$ cat config.mk
export PLATFORM = sky130hd
export DESIGN_NAME = axi_master_arbiter
export DESIGN_NICKNAME = d
export VERILOG_FILES = /design/src/rtl/axi_master_arbiter.sv
export SDC_FILE = /design/constraint.sdc
export NUM_CORES = 1
export LEC_CHECK = 0
export CORE_MARGIN = 1.5
export CORE_UTILIZATION = 44
export CTS_BUF_LIST = sky130_fd_sc_hd__clkbuf_16
export DETAILED_ROUTE_END_ITERATION = 10
export PLACE_DENSITY_LB_ADDON = 0.1
export SKIP_LAST_GASP = 1
export SYNTH_ARGS = -nofsm -noshare
export SYNTH_HDL_FRONTEND = slang
export SYNTH_SLANG_ARGS = --single-unit
$ cat constraint.sdc
create_clock -name S_ACLK -period 4.68 [get_ports S_ACLK]
set_input_delay 0.936 -clock S_ACLK [delete_from_list [all_inputs] [get_ports S_ACLK]]
set_output_delay 0.936 -clock S_ACLK [all_outputs]
set_load 0.02 [all_outputs]
$ cat src/rtl/axi_master_arbiter.sv
// Two-requester arbiter driving a single AXI-lite master port, one transaction in flight.
// Define ARB_TIMEOUT_EN to abort slave-wait states after TIMEOUT cycles with RSP_RESP=2'b10.
module axi_master_arbiter #(
  parameter int TIMEOUT = 255
) (
  input  logic        S_ACLK,
  input  logic        S_ARRESET,
  input  logic [1:0]  REQ_VALID,
  input  logic [1:0]  REQ_WRITE,
  input  logic [63:0] REQ_ADDR,
  input  logic [63:0] REQ_WDATA,
  input  logic [7:0]  REQ_WSTRB,
  output logic [1:0]  REQ_ACK,
  output logic [1:0]  RSP_VALID,
  output logic [31:0] RSP_DATA,
  output logic [1:0]  RSP_RESP,
  output logic        M_AWVALID,
  output logic [31:0] M_AWADDR,
  input  logic        S_AWREADY,
  output logic        M_WVALID,
  output logic [31:0] M_WDATA,
  output logic [3:0]  M_WSTRB,
  input  logic        S_WREADY,
  input  logic        S_BVALID,
  input  logic [1:0]  S_BRESP,
  output logic        M_BREADY,
  output logic        M_ARVALID,
  output logic [31:0] M_ARADDR,
  output logic [3:0]  M_BLEN,
  input  logic        S_ARREADY,
  input  logic        S_RVALID,
  input  logic [31:0] S_RDATA,
  output logic        M_RREADY
);

  typedef enum logic [2:0] {IDLE, WR_ADDR, WR_RESP, RD_ADDR, RD_DATA, DONE} state_t;

  state_t      state;
  logic        last_grant;
  logic        grant;
  logic        aw_done;
  logic        w_done;
  logic        ar_done;
  logic        next_grant;
  logic [31:0] sel_addr;
  logic [31:0] sel_wdata;
  logic [3:0]  sel_strb;
  logic [1:0]  grant_mask;

  // A tie goes to whichever requester was not served last.
  always_comb begin
    next_grant = 1'b0;
    case (REQ_VALID)
      2'b01:   next_grant = 1'b0;
      2'b10:   next_grant = 1'b1;
      2'b11:   next_grant = ~last_grant;
      default: next_grant = 1'b0;
    endcase
  end

  assign sel_addr   = next_grant ? REQ_ADDR[63:32]  : REQ_ADDR[31:0];
  assign sel_wdata  = next_grant ? REQ_WDATA[63:32] : REQ_WDATA[31:0];
  assign sel_strb   = next_grant ? REQ_WSTRB[7:4]   : REQ_WSTRB[3:0];
  assign grant_mask = grant ? 2'b10 : 2'b01;

`ifdef ARB_TIMEOUT_EN
  localparam logic [15:0] TIMEOUT_LAST = 16'(TIMEOUT - 1);

  logic [15:0] wait_cnt;
  logic        restart;

  // The counter restarts whenever the next state is a fresh wait phase (or no wait at all).
  assign restart = (state == IDLE) || (state == DONE) ||
                   ((state == WR_ADDR) && aw_done && w_done) ||
                   ((state == RD_ADDR) && ar_done);
`else
  logic timeout_unused;
  assign timeout_unused = ^16'(TIMEOUT);
`endif

  always_ff @(posedge S_ACLK) begin
    if (S_ARRESET) begin
      state      <= IDLE;
      last_grant <= 1'b1;
      grant      <= 1'b0;
      aw_done    <= 1'b0;
      w_done     <= 1'b0;
      ar_done    <= 1'b0;
      REQ_ACK    <= '0;
      RSP_VALID  <= '0;
      RSP_DATA   <= '0;
      RSP_RESP   <= '0;
      M_AWVALID  <= 1'b0;
      M_AWADDR   <= '0;
      M_WVALID   <= 1'b0;
      M_WDATA    <= '0;
      M_WSTRB    <= '0;
      M_BREADY   <= 1'b0;
      M_ARVALID  <= 1'b0;
      M_ARADDR   <= '0;
      M_BLEN     <= '0;
      M_RREADY   <= 1'b0;
`ifdef ARB_TIMEOUT_EN
      wait_cnt   <= '0;
`endif
    end else begin
      REQ_ACK   <= '0;
      RSP_VALID <= '0;
      case (state)
        IDLE: begin
          if (|REQ_VALID) begin
            grant      <= next_grant;
            last_grant <= next_grant;
            REQ_ACK    <= next_grant ? 2'b10 : 2'b01;
            if (REQ_WRITE[next_grant]) begin
              state     <= WR_ADDR;
              M_AWVALID <= 1'b1;
              M_WVALID  <= 1'b1;
              M_AWADDR  <= sel_addr;
              M_WDATA   <= sel_wdata;
              M_WSTRB   <= sel_strb;
              aw_done   <= 1'b0;
              w_done    <= 1'b0;
            end else begin
              state     <= RD_ADDR;
              M_ARVALID <= 1'b1;
              M_ARADDR  <= sel_addr;
              M_BLEN    <= sel_strb;
              ar_done   <= 1'b0;
            end
          end
        end
        // AW and W complete independently; the response phase starts once both are recorded.
        WR_ADDR: begin
          if (aw_done && w_done) begin
            state    <= WR_RESP;
            M_BREADY <= 1'b1;
          end else begin
            if (M_AWVALID && S_AWREADY) begin
              M_AWVALID <= 1'b0;
              aw_done   <= 1'b1;
            end
            if (M_WVALID && S_WREADY) begin
              M_WVALID <= 1'b0;
              w_done   <= 1'b1;
            end
          end
        end
        WR_RESP: begin
          if (S_BVALID) begin
            M_BREADY  <= 1'b0;
            state     <= DONE;
            RSP_VALID <= grant_mask;
            RSP_RESP  <= S_BRESP;
            RSP_DATA  <= '0;
          end
        end
        RD_ADDR: begin
          if (ar_done) begin
            state    <= RD_DATA;
            M_RREADY <= 1'b1;
          end else if (S_ARREADY) begin
            M_ARVALID <= 1'b0;
            ar_done   <= 1'b1;
          end
        end
        RD_DATA: begin
          if (S_RVALID) begin
            M_RREADY  <= 1'b0;
            state     <= DONE;
            RSP_VALID <= grant_mask;
            RSP_DATA  <= S_RDATA;
            RSP_RESP  <= 2'b00;
          end
        end
        DONE:    state <= IDLE;
        default: state <= IDLE;
      endcase
`ifdef ARB_TIMEOUT_EN
      // An expired wait overrides whatever the state logic chose this cycle.
      wait_cnt <= restart ? 16'd0 : wait_cnt + 16'd1;
      if (!restart && (wait_cnt == TIMEOUT_LAST)) begin
        M_AWVALID <= 1'b0;
        M_WVALID  <= 1'b0;
        M_BREADY  <= 1'b0;
        M_ARVALID <= 1'b0;
        M_RREADY  <= 1'b0;
        state     <= DONE;
        RSP_VALID <= grant_mask;
        RSP_RESP  <= 2'b10;
        RSP_DATA  <= '0;
      end
`endif
    end
  end

endmodule

# [Yosys cells after proc, flatten, opt, wreduce, memory -nomap -nowiden]
# Index checks and enable logic that the tools add are counted.
[word_totals] mem_bits_rw=0 latch_bits=0 out_inout_bits=147 register_bits=155 mem_bits_ro=0 inputBits=181 n_memories=0
[classes] add_sub_neg=0 n_mux=56 n_reduce_logical=22 n_div=0 order_cmp=1 n_shift=0 bitwise_logic=4 mul=0 n_eq_ne=18
[ops] op="$mux W32" count=4
[ops] op="$pmux W32 S2" count=1
[ops] op="$mux W1" count=26
[ops] op="$ne A2 B2 Y1 const B" count=12
[ops] op="$reduce_and A5 Y1" count=4
[ops] op="$pmux W1 S2" count=9
[ops] op="$reduce_and A3 Y1" count=6
[ops] op="$mux W3" count=5
[ops] op="$pmux W3 S5" count=1
[ops] op="$mux W2" count=7
[ops] op="$reduce_bool A2 Y1" count=5
[ops] op="$pmux W2 S2" count=2
[ops] op="$eq A3 B2 Y1 const B" count=2
[ops] op="$eq A2 B2 Y1 const B" count=2
[ops] op="$mux W4" count=1
[ops] op="$not A1 Y1" count=4
[ops] op="$eq A3 B1 Y1 const B" count=1
[ops] op="$eq A3 B3 Y1 const B" count=1
[ops] op="$logic_and A1 B1 Y1" count=3
[ops] op="$logic_not A3 Y1" count=1
[ops] op="$reduce_or A3 Y1" count=1
[ops] op="$lt A1 B2 Y1 const B" count=1
[ops] op="$reduce_and A2 Y1" count=1
[ops] op="$reduce_or A2 Y1" count=1

# [Depth between registers and ports, before layout]
[depth] word_depth=7 mapped_depth=8

# [Least setup slack after synthesis]
# Ideal clock, no wire load.
[synth_timing] path_kind="input to register" startpoint="input port REQ_VALID[1]" endpoint="register M_ARADDR[10]" stages=7 setup_ns=0.146 required_time_ns=4.534 setup_slack_ns=2.370 arrival_ns=2.164 n_path_buf=3 cell_sequence="a21boi_1 > buf_4 > mux2_2 > buf_4 > nor2_8 > buf_4 > a211oi_2"
[synth_between] elab_chain_cells=6
[synth_rtl] element="start, declared" line_no="8" rtl="input logic [1:0] REQ_VALID,"
[synth_rtl] element="$eq A2 B2 Y1" line_no="53" rtl="case (REQ_VALID)"
[synth_rtl] element="$pmux W1 S2" line_no="53"
[synth_rtl] element="$mux W1 (implied by the code) (2 in series)" line_no="115" rtl="if (REQ_WRITE[next_grant]) begin"
[synth_rtl] element="$not A1 Y1 (no source line)"
[synth_rtl] element="$reduce_and A3 Y1 (no source line)"
[synth_rtl] element="end signal, assigned" line_no="127" rtl="M_ARADDR <= sel_addr;"
[synth_rtl] element="end, declared" line_no="28" rtl="output logic [31:0] M_ARADDR,"
# Several ways; a longest one is shown, not always the timed one. The select of a mux whose other input is x is not followed.
# A chain may end at the register's enable or synchronous reset.

# [Worst setup path in the final report]
[layout_timing] startpoint="input port REQ_VALID[1]" endpoint="register M_AWADDR[25]"
[layout_between] elab_chain_cells=5
[layout_rtl] element="$eq A2 B2 Y1" line_no="53"
[layout_rtl] element="$pmux W1 S2" line_no="53"
[layout_rtl] element="$mux W1 (implied by the code) (2 in series)" line_no="115"
[layout_rtl] element="$reduce_and A3 Y1 (no source line)"
[layout_rtl] element="end signal, assigned" line_no="119" rtl="M_AWADDR <= sel_addr;"
[layout_rtl] element="end, declared" line_no="18" rtl="output logic [31:0] M_AWADDR,"
# Several ways; a longest one is shown, not always the timed one. The select of a mux whose other input is x is not followed.

==> out/summary.txt <==
======================================================================================
Final hold vios                                                                      0
Y dimension of the die                                                        126.4 µm
Share of the core filled with cells in the final layout                         71.28%
Initial standard-cell utilization of the core                                   45.57%
Core area                                                                    14700 µm²
Fraction of final layout cells with drive strength greater than 1               8.660%
Synthesized area per cell                                                    9.879 µm²
Final setup violating endpoints                                                      0
Avg Vias per Cell                                                                5.546
Power density over cell area                                              533.5 nW/µm²
Reg area                                                                      3103 µm²
Floorplan row count                                                                 44
Count of flip-flops with a built-in enable after synthesis                           0
Routed Wire Length                                                            21400 µm
Wire length on met1                                                            8380 µm
Remaining max-slew budget at the tightest pin                                   16.76%
Routed met3 length                                                             1644 µm
Kind of start point of the critical path                                  primary input
Count of antenna-violating nets left after detailed routing                          0
Post-layout power                                                              5590 µW
Delay of the slowest critical-path stage                                       0.75 ns
Part of the cycle the worst path needs                                          69.71%
Number of levels the H-tree was split into                                           4
Total of cells resized after clock tree synthesis                                    0
# hold bufs at CTS                                                                   0
Max FO, Critical Path                                                               40
Count of max-cap constraint violations                                               0
First-iteration detailed-routing DRC count                                         364
Top achievable clock speed                                                   306.5 MHz
Number of global-route vias before repair                                         6349
Overflow left after global routing                                                   0
N_diodes                                                                             0
Area of the mapped netlist                                                    6698 µm²
TritonCTS sink count                                                               155
Placer Congestion                                                               0.7928
Net count of the finished layout                                                  1139
IO Port Bufs                                                                       327
Root buffer cell                                                          sky130_fd_sc_hd__clkbuf_16
Global-route total usage across every layer                                     26.21%
Kind of end point of the critical path                                       flip-flop
Status                                                                    complete, no violations
Area growth from synthesis to layout                                            56.43%
Syn Nets                                                                           859
Ports                                                                              328
Ys async rst share                                                                  0%
Number of vias in the routed layout                                               6400
Clock slew at the register clock pins of the worst setup and hold paths        0.06 ns
Final Skew                                                                  0.01008 ns
CP Data Required Time                                                          4.94 ns
Number of register bits inferred by synthesis                                      155
Maximum number of pins on one net before global-route repair                       107
Setup repair bufs after CTS                                                          0
Clock insertion delay at the later pin of the skew report                      0.42 ns
Time the final worst path needs with I/O delays and setup                     3.262 ns
Longest Clk Path Bufs                                                                2
Prevailing post-synth register cell                                       sky130_fd_sc_hd__dfxtp_1
Syn Inst Count                                                                     678
Detailed route wirelength on metal2                                           10690 µm
Total count of max-transition violations in the final report                         0
TritonCTS clock tree                                                              done
Area occupied by multi-input gates                                            3244 µm²
Routed wirelength normalized by instance count                                18.54 µm
Commonest non-fill, non-tap cell in the layout                            sky130_fd_sc_hd__clkdlybuf4s50_1
Detail Placement HPWL                                                         14920 µm
Top library cells by usage in the layout, fill and taps aside             326 x sky130_fd_sc_hd__clkdlybuf4s50_1, 155 x sky130_fd_sc_hd__dfxtp_1, 143 x sky130_fd_sc_hd__a21oi_1
Leakage power summed over all cells                                        0.003566 µW
Portion of the post-synthesis area used by sequential elements                  46.33%
X dimension of the die                                                        126.4 µm
Initial DRT Pass Iterations                                                          4
Unrepaired setup endpoints after global routing                                  false
Final setup TNS                                                                   0 ns
Highest Signal Layer                                                              met4
Inserted Clock Buffers                                                              17
Total DRC errors in the routed layout                                                0
Min-delay worst type                                                           reg2reg
Die area                                                                     15970 µm²
Cell with the biggest individual delay on the critical path               sky130_fd_sc_hd__nor2_4
Filler Cell Count                                                                 1109
First-pass GRT wire length                                                    33190 µm
Highest ir drop seen on vdd                                                  0.3352 mV
Slew at the pin closest to its max-slew limit                                 1.245 ns
Series of cell instances along the critical path                          clkdlybuf4s50_1, a21boi_4, mux2i_4, nor2_4, buf_4, a211oi_1
Synth warn                                                                           0
Worst Path Arrival                                                             3.52 ns
Number of antenna violations at the first check in global routing                    0
Critical Setup Path Class                                                       in2reg
Number of unique standard cell types used by synthesis                              40
======================================================================================
==> synthesized netlist by cell type, types with 2 or more instances <==
| cell type | instances | area [µm²] |
|---|---|---|
| sky130_fd_sc_hd__dfxtp_1 | 155 | 3103 |
| sky130_fd_sc_hd__a21oi_1 | 144 | 720.7 |
| sky130_fd_sc_hd__mux2i_1 | 70 | 700.7 |
| sky130_fd_sc_hd__a211oi_1 | 66 | 495.5 |
| sky130_fd_sc_hd__a211oi_2 | 40 | 500.5 |
| sky130_fd_sc_hd__nand3_1 | 38 | 190.2 |
| sky130_fd_sc_hd__nand2b_1 | 34 | 212.7 |
| sky130_fd_sc_hd__buf_2 | 33 | 165.2 |
| sky130_fd_sc_hd__clkbuf_1 | 25 | 93.84 |
| sky130_fd_sc_hd__buf_4 | 11 | 82.58 |
| sky130_fd_sc_hd__nand2_1 | 8 | 30.03 |
| sky130_fd_sc_hd__nor2_1 | 5 | 18.77 |
| sky130_fd_sc_hd__and3_1 | 4 | 25.02 |
| sky130_fd_sc_hd__buf_6 | 4 | 45.04 |
| sky130_fd_sc_hd__nand3b_1 | 4 | 30.03 |
| sky130_fd_sc_hd__nor3_1 | 4 | 20.02 |
| sky130_fd_sc_hd__nor3b_1 | 4 | 30.03 |
| sky130_fd_sc_hd__a32oi_1 | 3 | 26.28 |
| sky130_fd_sc_hd__a31oi_1 | 2 | 12.51 |
| sky130_fd_sc_hd__inv_1 | 2 | 7.510 |
| sky130_fd_sc_hd__o21ai_0 | 2 | 10.01 |
| sky130_fd_sc_hd__o22ai_1 | 2 | 12.51 |
==> routing by layer <==
metal	track usage [%]	up-vias
met2	46.09	278
met1	29.72	3004
met4	11.70	0
met3	7.212	48
li1	-	3070
met5	0	-
==> layout make-up <==
cell class	instances	share of cell area, %
clock buffers	17	4.060
clock inverters	14	1.302
inverters	3	0.1075
multi-input cells	447	30.97
flip-flops and latches	155	29.62
well taps	184	2.197
repair buffers	334	31.75
==> metrics by stage <==
step           cell area [µm²]  hold slack, ns  setup WS (ns)  std cells
6_report                 10480          0.4672          1.418       1154
5_1_grt                  10480          0.4939          1.289       1154
4_1_cts                  10480          0.4695          1.428       1154
3_5_place_dp              9916          0.4595         0.9830       1123
3_3_place_gp              9916          0.4531          1.110       1123
2_1_floorplan             6698          0.4132          2.370        678
==> cells by family (layout without fill, tap and decap cells) <==
kind of cell	count (synthesis)	count (layout)	synth area share [%]
flip-flops	155	155	46.33
multiplexers	72	72	10.83
buffers and inverters	76	368	5.941
AO/OA/AOI/OAI	265	265	27.29
AND/OR/NAND/NOR	110	110	9.602
==> registers in the layout, summed over array words and instances (netlist names), 2 cells and up <==
register   cells
M_WSTRB        4
M_ARADDR      32
REQ_ACK        2
M_AWADDR      32
RSP_RESP       2
state          3
RSP_DATA      32
RSP_VALID      2
M_WDATA       32
M_BLEN         4
==> power breakdown <==
part	internal [µW]	switching, µW
Combinational	1070	1350
Sequential	1640	213
Clock	817	508
==> critical path: cells and delay by family <==
| kind | cells | cell delay (ns) |
|---|---|---|
| buffers and inverters | 2 | 1.06 |
| and+or+nand+nor | 1 | 0.75 |
| muxes | 1 | 0.13 |
| AOI/OAI and AO/OA | 2 | 0.60 |
==> final timing paths <==
check                                  start            to  slack, ns  cells after the start
worst max-delay path            REQ_VALID[1]  M_AWADDR[25]       1.42                      6
worst min-delay path             RSP_RESP[1]   RSP_RESP[1]       0.47                      2
worst max register to register      state[0]  M_AWADDR[25]       1.93                      5
worst min register to register   RSP_RESP[1]   RSP_RESP[1]       0.47                      2
Note: power is estimated with default switching activity, not from simulation.
